## config.mk

```make
export PLATFORM = sky130hd
export DESIGN_NAME = wb_port_arbiter
export DESIGN_NICKNAME = d
export VERILOG_FILES = /design/src/rtl/wb_port_arbiter.sv
export SDC_FILE = /design/constraint.sdc
export NUM_CORES = 1
export LEC_CHECK = 0
export ABC_AREA = 1
export CAP_MARGIN = 20
export CORE_MARGIN = 2
export CORE_UTILIZATION = 40
export CTS_BUF_LIST = sky130_fd_sc_hd__clkbuf_4 sky130_fd_sc_hd__clkbuf_8
export CTS_CLUSTER_DIAMETER = 80
export DETAILED_ROUTE_END_ITERATION = 10
export PLACE_DENSITY_LB_ADDON = 0.12
export SKIP_CTS_REPAIR_TIMING = 1
export SYNTH_ARGS = -nofsm -noshare
export SYNTH_HDL_FRONTEND = slang
export SYNTH_SLANG_ARGS = --single-unit
```

## constraint.sdc

```tcl
create_clock -name clk -period 3.2 [get_ports clk]
set_input_delay 0.64 -clock clk [delete_from_list [all_inputs] [get_ports clk]]
set_output_delay 0.64 -clock clk [all_outputs]
set_load 0.05 [all_outputs]
```

## src/rtl/wb_port_arbiter.sv

```systemverilog
// Purpose: share the regfile write port between the writeback stage and a buffered long-latency unit.
// Latency: the winning write appears on rf_* one cycle after it is issued; lu results wait in a DEPTH-entry FIFO.
// Backpressure: lu_ready = FIFO not full; a starved FIFO head raises wb_stall_req to request one pipeline bubble.
module wb_port_arbiter #(
  parameter int DEPTH        = 2,
  parameter int STARVE_LIMIT = 8,
  parameter int XLEN         = 64
) (
  input  logic            clk,
  input  logic            reset_n,
  input  logic            wbp_valid,
  input  logic [4:0]      wbp_dst,
  input  logic [XLEN-1:0] wbp_data,
  input  logic            lu_valid,
  output logic            lu_ready,
  input  logic [4:0]      lu_dst,
  input  logic [XLEN-1:0] lu_data,
  output logic            rf_we,
  output logic [4:0]      rf_wa,
  output logic [XLEN-1:0] rf_wd,
  output logic [31:0]     busy_mask,
  output logic            wb_stall_req
);

  localparam int PW = $clog2(DEPTH);
  localparam int CW = $clog2(STARVE_LIMIT + 1);

  // Result buffer; entryKill marks results overwritten by a younger pipeline write.
  logic [4:0]      entryDst  [DEPTH];
  logic [XLEN-1:0] entryData [DEPTH];
  logic [DEPTH-1:0] entryKill;
  logic [PW-1:0]   headPtr, tailPtr;
  logic [PW:0]     count;
  logic [CW-1:0]   starveCnt, starveNext;
  logic            stallReq;

  logic [DEPTH-1:0] occupied, liveMask;
  logic             anyLive, headOcc, headKill, headLive;
  logic             pipeUse, luAccept, luKeep, fifoWrite, bypass, pop, push;
  logic             portWe;
  logic [4:0]       portWa;
  logic [XLEN-1:0]  portWd;
  logic [31:0]      busyMask;

  // Which slots hold entries, and which of those are still going to be written.
  always_comb begin
    occupied = '0;
    for (int i = 0; i < DEPTH; i++) begin
      occupied[i] = ({1'b0, PW'(PW'(i) - headPtr)} < count);
    end
    liveMask = occupied & ~entryKill;
    anyLive  = |liveMask;
    headOcc  = (count != '0);
    headKill = entryKill[headPtr];
    headLive = headOcc && !headKill;
  end

  // Port arbitration: pipeline, then live head, then same-cycle bypass into an empty-of-live FIFO.
  always_comb begin
    lu_ready  = (count != (PW+1)'(DEPTH));
    pipeUse   = wbp_valid && (wbp_dst != 5'd0);
    luAccept  = lu_valid && lu_ready;
    luKeep    = luAccept && (lu_dst != 5'd0) && !(pipeUse && (lu_dst == wbp_dst));
    fifoWrite = !pipeUse && headLive;
    bypass    = !pipeUse && !anyLive && luKeep;
    pop       = headOcc && (headKill || fifoWrite);
    push      = luKeep && !bypass;
    portWe    = pipeUse || fifoWrite || bypass;
    portWa    = lu_dst;
    portWd    = lu_data;
    if (pipeUse) begin
      portWa = wbp_dst;
      portWd = wbp_data;
    end else if (fifoWrite) begin
      portWa = entryDst[headPtr];
      portWd = entryData[headPtr];
    end
  end

  // Starvation count of a live head that keeps losing the port to the pipeline.
  always_comb begin
    starveNext = starveCnt;
    if (pop || !headOcc) begin
      starveNext = '0;
    end else if (headLive && pipeUse && (starveCnt != CW'(STARVE_LIMIT))) begin
      starveNext = starveCnt + CW'(1);
    end
  end

  // Registers that readers of xN must wait for.
  always_comb begin
    busyMask = '0;
    for (int i = 0; i < DEPTH; i++) begin
      if (liveMask[i]) busyMask[entryDst[i]] = 1'b1;
    end
  end

  assign busy_mask    = busyMask;
  assign wb_stall_req = stallReq;

  // Result payload storage; only the tail slot is written on a push.
  always_ff @(posedge clk) begin
    if (push) begin
      entryDst[tailPtr]  <= lu_dst;
      entryData[tailPtr] <= lu_data;
    end
  end

  // Kill bits: a pipeline write to the same register makes a buffered result stale.
  always_ff @(posedge clk or negedge reset_n) begin
    if (!reset_n) begin
      entryKill <= '0;
    end else begin
      for (int i = 0; i < DEPTH; i++) begin
        if (push && (tailPtr == PW'(i))) begin
          entryKill[i] <= 1'b0;
        end else if (pipeUse && occupied[i] && (entryDst[i] == wbp_dst)) begin
          entryKill[i] <= 1'b1;
        end
      end
    end
  end

  // FIFO pointers, occupancy and the starvation state.
  always_ff @(posedge clk or negedge reset_n) begin
    if (!reset_n) begin
      headPtr   <= '0;
      tailPtr   <= '0;
      count     <= '0;
      starveCnt <= '0;
      stallReq  <= 1'b0;
    end else begin
      if (pop)  headPtr <= headPtr + PW'(1);
      if (push) tailPtr <= tailPtr + PW'(1);
      if (push && !pop)      count <= count + (PW+1)'(1);
      else if (pop && !push) count <= count - (PW+1)'(1);
      starveCnt <= starveNext;
      stallReq  <= (starveNext == CW'(STARVE_LIMIT));
    end
  end

  // Registered regfile write; address and data hold when no write is issued.
  always_ff @(posedge clk or negedge reset_n) begin
    if (!reset_n) begin
      rf_we <= 1'b0;
      rf_wa <= '0;
      rf_wd <= '0;
    end else begin
      rf_we <= portWe;
      if (portWe) begin
        rf_wa <= portWa;
        rf_wd <= portWd;
      end
    end
  end

endmodule

```

==> results.ini <==
[logic_synthesis]
synth_top_area_cell=edfxtp_1
synthTopCellsByArea=edfxtp_1 40%, dfrtp_1 20%, nand2_1 18%
yosys.area.top_type_share=0.401
async_flop_share=0.370
synth_cell_type_count=28
synth_edf_count=138
synth_commonest_cells=507 x nand2_1, 138 x edfxtp_1, 109 x nand3_1, 86 x nor2_1, 81 x dfrtp_1
syn_inst=1159
synthesis.area_mm2=0.0103
synth_nets=1304
yosys_register_bits=219
synth.most_common_cell=nand2_1
yosysWarnings=0
ys.flop_type=edfxtp_1
syn_avg_cell_area_um2=8.91
ys_seq_area_frac=0.598

[detailed_routing]
wl_um=29900
vias=8798
drt_iter0_drc=657
postRouteAntennaNets=0
drc=0
wl_per_cell_um=16.9
vias_per_cell=4.99
drtPass1Iterations=5

[final_layout]
seqCellArea_mm2=0.00617
area_growth_pct=37.9
fin_cells=1764
multi_input_area_mm2=0.00370
nets=1549
final_area_mm2=0.0142
drive_above_1_share=0.108
fillers=2307
diodes=0

[min_path]
hp-class=input pin to async pin

[clock_network]
cts.sinks=219
cts_buffers=38
root_buffer=clkbuf_8
clk_latency_ps=530
clockBufferDepth=3
htreeDepth=2
cts.clk_slew.worst_paths_ps=60
cts_tree=built

[power_and_ir_drop]
p_per_area_mw_per_mm2=973
vdd_ir_drop_max_uv=499
power.leakage_nw=6.08
finalPower_mw=13.9

[timing]
fin_skew_ps=26.7
min_period_ps=3130
worstMarginPinSlew_ps=789
drv_slew=0
fmax_ghz=0.320
rsz0062_at_grt=yes
max_slew_margin=0.474
period_share=0.977
finalHoldViolations=0
setup-violations-final=0

[global_routing]
grt.overflow.total=0
grt_max_degree=66
grt_first_pass_wirelength_um=46800
grt_pass1_vias=8770
gr-usage-met3=0.0590
top_usage_layer=met2
gr-usage-met1=0.288
antenna_found_initial=1
grt_use_total=0.221
grt_util_met2=0.366

[floorplanning]
start_util=0.409
num_rows=58
die-area_mm2=0.0271
core_area_mm2=0.0253
die_h_um=165
die_w_um=165
pin_count=246

[placed_design]
dpl_cell_area_mm2=0.0134
hpwl_um=19800
port_buffers=245
dp.cells=1694
gp_congestion=0.824

[run_status]
outcome=finished clean

[worst_setup_path]
crit_fanout=10
worst-setup-path-type=flop to primary output
required_ps=2560
r2r_start=headPtr$_DFFE_PN0P_
path_cells=inv_2 > a21oi_1 > or2_1 > nor4_2 > nand2_1 > o21ai_0 > buf_12
slowest_delay_ps=500
cp_slowest_cell=dfrtp_4
crit_arrival_ps=2490
cp-end-kind=primary output
startpoint=headPtr$_DFFE_PN0P_
worstRegToRegCells=7
cp-start-kind=flop

[job]
drv_cap=0

## state kept, by name (all words and copies together), names as in the netlist
| name | cells |
|---|---|
| entryData | 128 |
| rf_wd | 64 |
| entryDst | 10 |
| rf_wa | 5 |
| starveCnt | 4 |
| count | 2 |
| entryKill | 2 |
| headPtr | 1 |
| rf_we | 1 |
| tailPtr | 1 |
| wb_stall_req | 1 |
## cells in the final DEF (no fill, tap or decap), types with 6 or more instances in the layout
cell	synthesis	layout
nand2_1	507	507
clkdlybuf4s50_1	0	212
edfxtp_1	138	138
nand3_1	109	109
nor2_1	86	86
dfrtp_1	81	80
clkbuf_8	0	41
o21ai_0	39	39
buf_12	0	36
o22ai_1	34	34
inv_1	33	31
buf_4	9	21
xor2_1	13	13
clkbuf_4	1	12
nand3_2	11	11
clkinv_2	0	9
inv_2	7	6
nor3_1	9	6
## stage by stage
stage	util	hold WS, ps	worst slack, ps	TNS, ps
finish	0.564	89.3	73.8	0
global route	0.564	113	-66.9	-289
CTS	0.562	87.8	-83.6	-394
floorplan	-	344	23.9	0
global placement	0.531	485	256	0
detailed placement	0.531	484	232	0
## logic make-up (layout without fill, tap and decap cells)
logic type	after synthesis	in the layout	synth area share
and+or+nand+nor	736	736	0.293
DFF	219	219	0.598
buffers and inverters	104	379	0.0479
AOI/OAI and AO/OA	80	80	0.0434
xor gates and xnor gates	17	17	0.0144
adders and majority gates	3	3	0.00364
## worst max-delay path: cells and delay by family, from the launching register on
| family | cells | cell delay, ps |
|---|---|---|
| and+or+nand+nor | 3 | 900 |
| buffers and inverters | 2 | 260 |
| DFF | 1 | 500 |
| AOI/OAI and AO/OA | 2 | 290 |
## power breakdown
part           switching (mW)  leakage, nW  total (mW)  internal (mW)
clock                    1.15        0.424        2.65           1.50
sequential              0.451         2.25        4.47           4.02
combinational            4.62         3.41        6.73           2.12
total                    6.22         6.08        13.9           7.64
## cell type report
class | count | share of cell area
flip-flops and latches | 219 | 0.434
multi-input cells | 836 | 0.260
repair buffers | 269 | 0.211
clock buffers | 53 | 0.0460
well taps | 330 | 0.0290
inverters | 40 | 0.0111
clock inverters | 17 | 0.00967
## final timing paths
| check | end | slack, ps |
|---|---|---|
| worst max register to register | entryData[0][16]$_DFFE_PP_ | 630 |
| max in group asynchronous | rf_wa[2]$_DFFE_PN0P_ | 2330 |
| min in group clk | tailPtr$_DFFE_PN0N_ | 500 |
| worst max-delay path | busy_mask[19] | 70 |
| worst min register to register | tailPtr$_DFFE_PN0N_ | 500 |
| worst min-delay path | rf_wd[17]$_DFFE_PN0P_ | 90 |
## metal layers
metal  routed length (um)  vias to the layer above
met4                  491                        0
met1                13000                     4132
li1                     -                     4314
met2                13900                      322
met5                    0                        -
met3                 2510                       30
(Power assumes the default switching activity.)
